### src/rtl/fetch_pkg.sv
// Shared types and constants for the instruction-fetch controller.
package fetch_pkg;

    localparam int unsigned INSTR_W = 32;
    localparam logic [31:0] PC_RESET_DEFAULT = 32'h0000_3000;

    typedef enum logic [1:0] {
        IDLE = 2'd0,
        LOAD = 2'd1,
        RUN  = 2'd2
    } state_e;

endpackage

### src/rtl/pc_reg.sv
// Program counter with hold / +4 / aligned-target next-PC select and link adder.
// Single-cycle update; holds whenever adv_i is low and init_i is low.
module pc_reg
    import fetch_pkg::*;
#(
    parameter logic [31:0] PC_RESET = PC_RESET_DEFAULT
) (
    input  logic        clk,
    input  logic        rst_n,
    input  logic        init_i,
    input  logic        adv_i,
    input  logic        br_taken_i,
    input  logic [31:0] br_target_i,
    output logic [31:0] pc_o,
    output logic [31:0] pc8_o
);

    logic [31:0] pc_q;
    logic [31:0] pc_d;

    always_comb begin
        pc_d = pc_q;
        if (init_i) begin
            pc_d = PC_RESET;
        end else if (adv_i) begin
            // Redirect targets are forced word-aligned.
            pc_d = br_taken_i ? (br_target_i & ~32'd3) : pc_q + 32'd4;
        end
    end

    always_ff @(posedge clk or negedge rst_n) begin
        if (!rst_n) begin
            pc_q <= PC_RESET;
        end else begin
            pc_q <= pc_d;
        end
    end

    assign pc_o  = pc_q;
    assign pc8_o = pc_q + 32'd8;

endmodule

### src/rtl/im_fetch_ctrl.sv
// Fetch controller: boot-load the instruction RAM via valid/ready, then run the IF stage.
// Fetched instruction lands in IF/ID one cycle after a non-stalled RUN cycle; ld_ready only in LOAD.
module im_fetch_ctrl
    import fetch_pkg::*;
#(
    parameter int unsigned ADDR_W     = 10,
    parameter int unsigned LOAD_WORDS = 1024,
    parameter logic [31:0] PC_RESET   = PC_RESET_DEFAULT
) (
    input  logic               clk,
    input  logic               reset,
    input  logic               ld_start,
    input  logic               run_start,
    input  logic               ld_valid,
    input  logic [INSTR_W-1:0] ld_data,
    input  logic               ld_last,
    output logic               ld_ready,
    input  logic               stall,
    input  logic               br_taken,
    input  logic [31:0]        br_target,
    input  logic [INSTR_W-1:0] instr_in,
    output logic [31:0]        im_addr,
    output logic               im_we,
    output logic [ADDR_W-1:0]  im_waddr,
    output logic [INSTR_W-1:0] im_wdata,
    output logic [INSTR_W-1:0] if_instr,
    output logic [31:0]        if_pc,
    output logic [31:0]        if_pc8,
    output logic               if_valid,
    output logic               busy,
    output logic               load_err
);

    localparam logic [ADDR_W-1:0] LAST_IDX = ADDR_W'(LOAD_WORDS - 1);

    state_e              state_q, state_d;
    logic [ADDR_W-1:0]   load_cnt_q, load_cnt_d;
    logic                load_err_q, load_err_d;
    logic                pc_init;
    logic                fetch_adv;
    logic [31:0]         pc;
    logic [31:0]         pc8;

    logic [INSTR_W-1:0]  if_instr_q;
    logic [31:0]         if_pc_q, if_pc8_q;
    logic                if_valid_q;

    assign fetch_adv = (state_q == RUN) && !stall;

    always_comb begin
        state_d    = state_q;
        load_cnt_d = load_cnt_q;
        load_err_d = load_err_q;
        pc_init    = 1'b0;
        case (state_q)
            IDLE: begin
                if (ld_start) begin
                    state_d    = LOAD;
                    load_cnt_d = '0;
                end else if (run_start) begin
                    state_d = RUN;
                    pc_init = 1'b1;
                end
            end
            LOAD: begin
                if (ld_valid) begin
                    load_cnt_d = load_cnt_q + ADDR_W'(1);
                    if (ld_last) begin
                        state_d = RUN;
                        pc_init = 1'b1;
                    end else if (load_cnt_q == LAST_IDX) begin
                        // Session filled without ld_last: flag it and run anyway.
                        load_err_d = 1'b1;
                        state_d    = RUN;
                        pc_init    = 1'b1;
                    end
                end
            end
            default: state_d = RUN;
        endcase
    end

    always_ff @(posedge clk or negedge reset) begin
        if (!reset) begin
            state_q    <= IDLE;
            load_cnt_q <= '0;
            load_err_q <= 1'b0;
        end else begin
            state_q    <= state_d;
            load_cnt_q <= load_cnt_d;
            load_err_q <= load_err_d;
        end
    end

    pc_reg #(
        .PC_RESET (PC_RESET)
    ) u_pc_reg (
        .clk         (clk),
        .rst_n       (reset),
        .init_i      (pc_init),
        .adv_i       (fetch_adv),
        .br_taken_i  (br_taken),
        .br_target_i (br_target),
        .pc_o        (pc),
        .pc8_o       (pc8)
    );

    // The instruction fetched alongside br_taken is the delay slot and is kept.
    always_ff @(posedge clk or negedge reset) begin
        if (!reset) begin
            if_instr_q <= '0;
            if_pc_q    <= '0;
            if_pc8_q   <= '0;
            if_valid_q <= 1'b0;
        end else if (fetch_adv) begin
            if_instr_q <= instr_in;
            if_pc_q    <= pc;
            if_pc8_q   <= pc8;
            if_valid_q <= 1'b1;
        end
    end

    assign ld_ready = (state_q == LOAD);
    assign im_we    = ld_valid && ld_ready;
    assign im_waddr = load_cnt_q;
    assign im_wdata = ld_data;
    assign im_addr  = pc;
    assign busy     = (state_q != RUN);
    assign load_err = load_err_q;
    assign if_instr = if_instr_q;
    assign if_pc    = if_pc_q;
    assign if_pc8   = if_pc8_q;
    assign if_valid = if_valid_q;

endmodule

### config.mk
export PLATFORM = sky130hd
export DESIGN_NAME = im_fetch_ctrl
export DESIGN_NICKNAME = d
export VERILOG_FILES = /design/src/rtl/fetch_pkg.sv /design/src/rtl/pc_reg.sv /design/src/rtl/im_fetch_ctrl.sv
export SDC_FILE = /design/constraint.sdc
export NUM_CORES = 1
export LEC_CHECK = 0
export ABC_AREA = 1
export ABC_CLOCK_PERIOD_IN_PS = 2600
export BUFFER_PORTS_ARGS = -buffer_cell sky130_fd_sc_hd__buf_2
export CORE_UTILIZATION = 50
export DETAILED_ROUTE_END_ITERATION = 6
export PLACE_DENSITY = 0.81
export SETUP_SLACK_MARGIN = 0.15
export SYNTH_ARGS = -nofsm -noshare
export SYNTH_HDL_FRONTEND = slang
export SYNTH_HIERARCHICAL = 1
export SYNTH_SLANG_ARGS = --single-unit
### constraint.sdc
create_clock -name clk -period 2.6 [get_ports clk]
set_input_delay 0.13 -clock clk [delete_from_list [all_inputs] [get_ports clk]]
set_output_delay 0.13 -clock clk [all_outputs]
set_load 0.05 [all_outputs]
# Word-level counts from Yosys, hierarchy flattened
# Cells that the tools add are included.
[op_classes]
add_sub_neg = 3
bitwise_logic = 1
eq_ne = 8
muxes = 18
n_reduce_logical = 9
[ops]
columns = ["cell", "count"]
rows = [
  ["$mux W32", 3],
  ["$add A32 B3 Y32 const B", 1],
  ["$add A32 B4 Y32 const B", 1],
  ["$mux W10", 2],
  ["$pmux W10 S2", 1],
  ["$add A10 B1 Y10 const B", 1],
  ["$eq A10 B10 Y1 const B", 1],
  ["$mux W2", 5],
  ["$ne A2 B2 Y1 const B", 3],
  ["$reduce_and A3 Y1", 2],
  ["$mux W1", 5],
  ["$pmux W2 S2", 1],
  ["$reduce_and A4 Y1", 1],
  ["$reduce_bool A2 Y1", 2],
  ["$ne A3 B2 Y1 const B", 1],
  ["$ne A3 B3 Y1 const B", 1],
  ["$eq A2 B1 Y1 const B", 1],
  ["$eq A2 B2 Y1 const B", 1],
  ["$logic_and A1 B1 Y1", 2],
  ["$logic_not A2 Y1", 1],
  ["$pmux W1 S2", 1],
  ["$logic_not A1 Y1", 1],
  ["$not A1 Y1", 1],
]
[totals]
wordCells = 47
input_bits = 104
output_inout_bits = 175
regBits = 142

# Depth between registers and ports, before layout
[depth]
depth_word = 6
depth_mapped = 13
depth_no_buf = 12

# Modules after synthesis
# Netlist, hierarchy kept.
[modules_own_cells]
columns = ["module", "area_per_inst_um2", "seq_area_each_um2", "cells_per_inst", "n_inst"]
rows = [
  ["im_fetch_ctrl", 4638.2, 2752.6, 548, 1],
  ["pc_reg", 2737.6, 753.2, 451, 1],
]

# Worst setup path after synthesis
# Ideal clock, no wire load.
[synth_timing]
kind = "flip-flop to flip-flop"
startpoint = "reg load_cnt_q[0], in the netlist im_waddr[0]"
endpoint = "reg u_pc_reg.pc_q[4], in the netlist u_pc_reg/pc_o[4]"
period_less_slack_ns = 2.397
arrival_ns = 2.301
setup_ns = 0.095
n_path_buf = 1
required_time_ns = 2.505
path_slack_ns = 0.203
path_stages_with_launch = 12
path_cell_list = "dfrtp_1 ha_1 nand2_1 nor2_1 nand3_1 nand2_1 nand2_1 nand2_1 nor2_1 or2_2 clkbuf_1 o31ai_1"
[synth_between]
elab_chain_len = 6
word_cells_on_any_way = 7
cone_classes = "eq/ne (1); mux (5); reduce/logical (1)"
[synth_lines]
columns = ["element", "line_no", "source"]
rows = [
  ["from (decl)", "im_fetch_ctrl.sv:37", "logic [ADDR_W-1:0] load_cnt_q, load_cnt_d;"],
  ["from (signal assigned)", "im_fetch_ctrl.sv:90", "load_cnt_q <= load_cnt_d;"],
  ["$eq A10 B10 Y1 *", "im_fetch_ctrl.sv:71", "end else if (load_cnt_q == LAST_IDX) begin"],
  ["$mux W1 *", "im_fetch_ctrl.sv:71", ""],
  ["$mux W1 *", "im_fetch_ctrl.sv:68", "if (ld_last) begin"],
  ["$mux W1 *", "im_fetch_ctrl.sv:66", "if (ld_valid) begin"],
  ["$pmux W1 S2 *", "im_fetch_ctrl.sv:55", "case (state_q)"],
  ["named net pc_init", "im_fetch_ctrl.sv:39", "logic pc_init;"],
  ["$mux W32 / $reduce_bool A2 Y1 (equally long branches)", "n/a", ""],
  ["to (signal assigned)", "pc_reg.sv:35", "pc_q <= pc_d;"],
  ["to (decl)", "pc_reg.sv:18", "logic [31:0] pc_q;"],
]
# The timed path passes the listed nets; every way through them passes the cells marked *.
# A chain may end at the register's enable or synchronous reset.

# Worst setup path after layout
[layout_timing]
startpoint = "reg load_cnt_q[0], in the netlist im_waddr[0]"
endpoint = "reg u_pc_reg.pc_q[7], in the netlist u_pc_reg/pc_o[7]"
# Same word-level chain as after synthesis.

==> flow_metrics.env <==
export IMPL_drt_first_pass_iters=7
export IMPL_timing_critical_path_fanout_max=19
export IMPL_ys_ff_latch=140
export IMPL_chipWidth_um=123
export IMPL_grt_max_degree=69
export IMPL_cp_startpoint="im_waddr[0]$_DFFE_PN0P_"
export IMPL_hold_viol=0
export IMPL_ir_drop_mv=0.405
export IMPL_timing_critical_path_to_type="flip-flop"
export IMPL_final_setup_tns_ns=0
export IMPL_netlist_instances=999
export IMPL_hpwl_um=13900
export IMPL_grt_pass1_vias=6462
export IMPL_synthTopCellsByArea="dfrtp_1, nand2_1, nor2_1"
export IMPL_rsz0062_at_grt="true"
export IMPL_std_cell_rows=44
export IMPL_skew_ns=0.0149
export IMPL_fin_crit_ns=2.28
export IMPL_r2r_slack_ns=0.32
export IMPL_clockRootBuffer="clkbuf_16"
export IMPL_pin_count=279
export IMPL_place_gp_congestion=0.987
export IMPL_synth_top_area_share_pct=46.8
export IMPL_worst_path_stages=11
export IMPL_worstMarginPinSlew_ns=0.683
export IMPL_power_density_nw_per_um2=742
export IMPL_rr_endpoint="u_pc_reg/pc_o[7]$_DFFE_PN0P_"
export IMPL_routed_wl_um=20300
export IMPL_path_buf_inv=2
export IMPL_cp_data_required_time_ns=2.93
export IMPL_finalPower_w=0.00684
export IMPL_clkSlewWorstSetupHoldPaths_ns=0.06
export IMPL_place_inst=1333
export IMPL_synthTopCellsByCount="nand2_1, dfrtp_1, nor2_1, inv_1, nand3_1"
export IMPL_rr_worst_depth=11
export IMPL_routedWlPerCell_um=14.5
export IMPL_drc=0
export IMPL_yosysMostFrequentCell="nand2_1"
export IMPL_cpMostUsedCell="nand2_1"
export IMPL_synthesis_area_um2=7380
export IMPL_timing_final_ws_setup_ns=0.318
export IMPL_cts_tree="built"
export IMPL_ant_nets=0
export IMPL_die_area_um2=15200
export IMPL_crit_chain="ha_1, nand2_1, nor2_1, nand3_1, nand2_1, nand2_1, nand2_1, nor2_1, buf_4, clkinvlp_4, o21ai_0"
export IMPL_antenna_found_initial=0
export IMPL_crit_arrival_ns=2.61
export IMPL_drtIter0Drc=547
export IMPL_finalCritPeriodShare_pct=87.8
export IMPL_synth_edff_count=0
export IMPL_relSlewSlack_pct=54.4
export IMPL_crit_type="flip-flop to flip-flop"
export IMPL_final_nets=1309
export IMPL_fill_cells=1300
export IMPL_cts_htree_levels=4
export IMPL_grt_pass1_wl_um=31400
export IMPL_setup_violations=0
export IMPL_status="complete, no violations"
export IMPL_ys_async_sr_fraction_pct=100
export IMPL_io_buffers=210
export IMPL_critPathCapture="u_pc_reg/pc_o[7]$_DFFE_PN0P_"
export IMPL_critPathSlowestCell="dfrtp_1"
export IMPL_max_stage_delay_ns=0.41
export IMPL_slew_viol_final=0
export IMPL_crit_family="simple AND/OR/NAND/NOR gates"
export IMPL_instances_no_fill=1399
export IMPL_yosysSeqAreaShare_pct=47.5
export IMPL_coreArea_um2=14500
export IMPL_cap_violations=0
export IMPL_p_leak_nw=5.06
export IMPL_via_per_inst=5.01
export IMPL_grt_overflow_total=0
export IMPL_num_vias=7015
export IMPL_dp_slack_ns=0.218
export IMPL_grt_total_usage_pct=27.0
export IMPL_clk_latency_ns=0.42
export IMPL_fmax_mhz=438
export IMPL_yosysTopAreaCell="dfrtp_1"
export IMPL_drive_gt1_share_pct=22.3
export IMPL_clockBufferDepth=2
export IMPL_syn_to_final_growth_pct=24.9
export IMPL_start_util_pct=50.9
export IMPL_avgSynthCellArea_um2=7.38
export IMPL_reg2reg_from="im_waddr[0]$_DFFE_PN0P_"
export IMPL_critPathLaunchType="flip-flop"
export IMPL_synth_top_flop_cell="dfrtp_1"
export IMPL_cts_sinks=140
export IMPL_synth_distinct_cells=33
export IMPL_cts_buffers=17
export IMPL_yosysWarnings=6
export IMPL_hold_path_class="primary input to flip-flop"
export IMPL_die_h_um=123
[worst min path at each step]
stage / startpoint / endpoint / slack [ns] / cells past startpoint
3_3_place_gp: reset / if_pc[29]$_DFFE_PN0P_ / 0.17 / 1
3_5_place_dp: reset / if_pc[28]$_DFFE_PN0P_ / 0.17 / 1
4_1_cts: ld_last / load_err$_DFFE_PN0P_ / 0.008 / 4
5_1_grt: br_target[2] / u_pc_reg/pc_o[2]$_DFFE_PN0P_ / 0.04 / 3
2_1_floorplan: reset / if_instr[0]$_DFFE_PN0P_ / -0.17 / 0
6_report: ld_last / load_err$_DFFE_PN0P_ / 0.02 / 4
[flip-flops by register name (all words and copies together), names as in the netlist]
| signal | cells |
|---|---|
| if_instr | 32 |
| if_pc | 32 |
| if_pc8 | 32 |
| im_waddr | 10 |
| if_valid | 1 |
| load_err | 1 |
| state_q | 2 |
| u_pc_reg/pc_o | 30 |
[cell type report]
class | instances | area, µm² | share of cell area (%)
multi-input combinational | 731 | 3190 | 34.6
inverter | 61 | 234 | 2.54
antenna | 1 | 2.50 | 0.0272
clock inverter | 13 | 116 | 1.26
tap | 184 | 230 | 2.50
sequential | 140 | 3510 | 38.1
clock buffer | 19 | 453 | 4.92
timing repair buffer | 250 | 1480 | 16.0
[layout by cell type (no fill, tap or decap), drive strengths merged]
cell,synthesis,final
nand2,465,465
buf,62,217
dfrtp,138,138
nor2,116,116
inv,61,61
nand3,51,51
xor2,34,34
dlygate4sd3,0,33
o21ai,24,24
clkbuf,8,19
a21oi,9,9
clkinvlp,0,7
nand4,6,6
nor3,6,6
clkinv,0,5
ha,4,4
conb,1,4
or2,3,3
o21bai,2,2
dfstp,2,2
diode,0,1
a22o,1,1
bufinv,0,1
and2,1,1
nand3b,1,1
a22oi,1,1
o31ai,1,1
o32ai,1,1
o22ai,1,1
[tightest hold or removal path: cells and delay by family]
| kind | cells | cell delay [ns] |
|---|---|---|
| buffers and inverters | 2 | 0.13 |
| AND/OR/NAND/NOR | 1 | 0.06 |
| AO/OA/AOI/OAI | 1 | 0.07 |
[where the power goes]
group / switching, W / internal [W]
Sequential: 0.000226 / 0.00242
Combinational: 0.00142 / 0.000443
Clock: 0.000954 / 0.00137
Total: 0.00260 / 0.00423
[metal layers]
metal / wire, µm / GRT usage, % / share of wire (%) / up-vias
met3: 1480 / 6.73 / 7.3 / 33
met1: 8740 / 34.4 / 43 / 3252
li1: - / - / - / 3433
met2: 9620 / 44.1 / 47 / 297
met5: 0 / 0 / 0 / -
met4: 460 / 10.7 / 2.3 / 0
[logic make-up after synthesis]
logic type,count (synthesis),synth area share (%)
AO/OA/AOI/OAI,40,2.97
XOR/XNOR,34,4.04
adder cells (fa/ha/maj),4,0.679
buffers and inverters,131,9.40
flip-flops,140,47.5
other,1,0.0508
AND/OR/NAND/NOR,649,35.3
[timing repair]
item                                    in CTS  in global routing
setup buffers                                0                  0
resized for setup                            0                  2
endpoints found under the hold margin       96                  0
endpoints found under the setup margin       0                 30
hold buffers                                33                  0
[stage by stage]
stage               hold slack (ns)  area, µm²  util (%)
floorplan                    -0.166       7390         -
global placement              0.173       8300      57.3
detailed placement            0.170       8300      57.3
CTS                         0.00781       9200      63.5
global route                 0.0351       9210      63.6
finish                       0.0170       9210      63.6
Power figures use the tool's default switching activity.
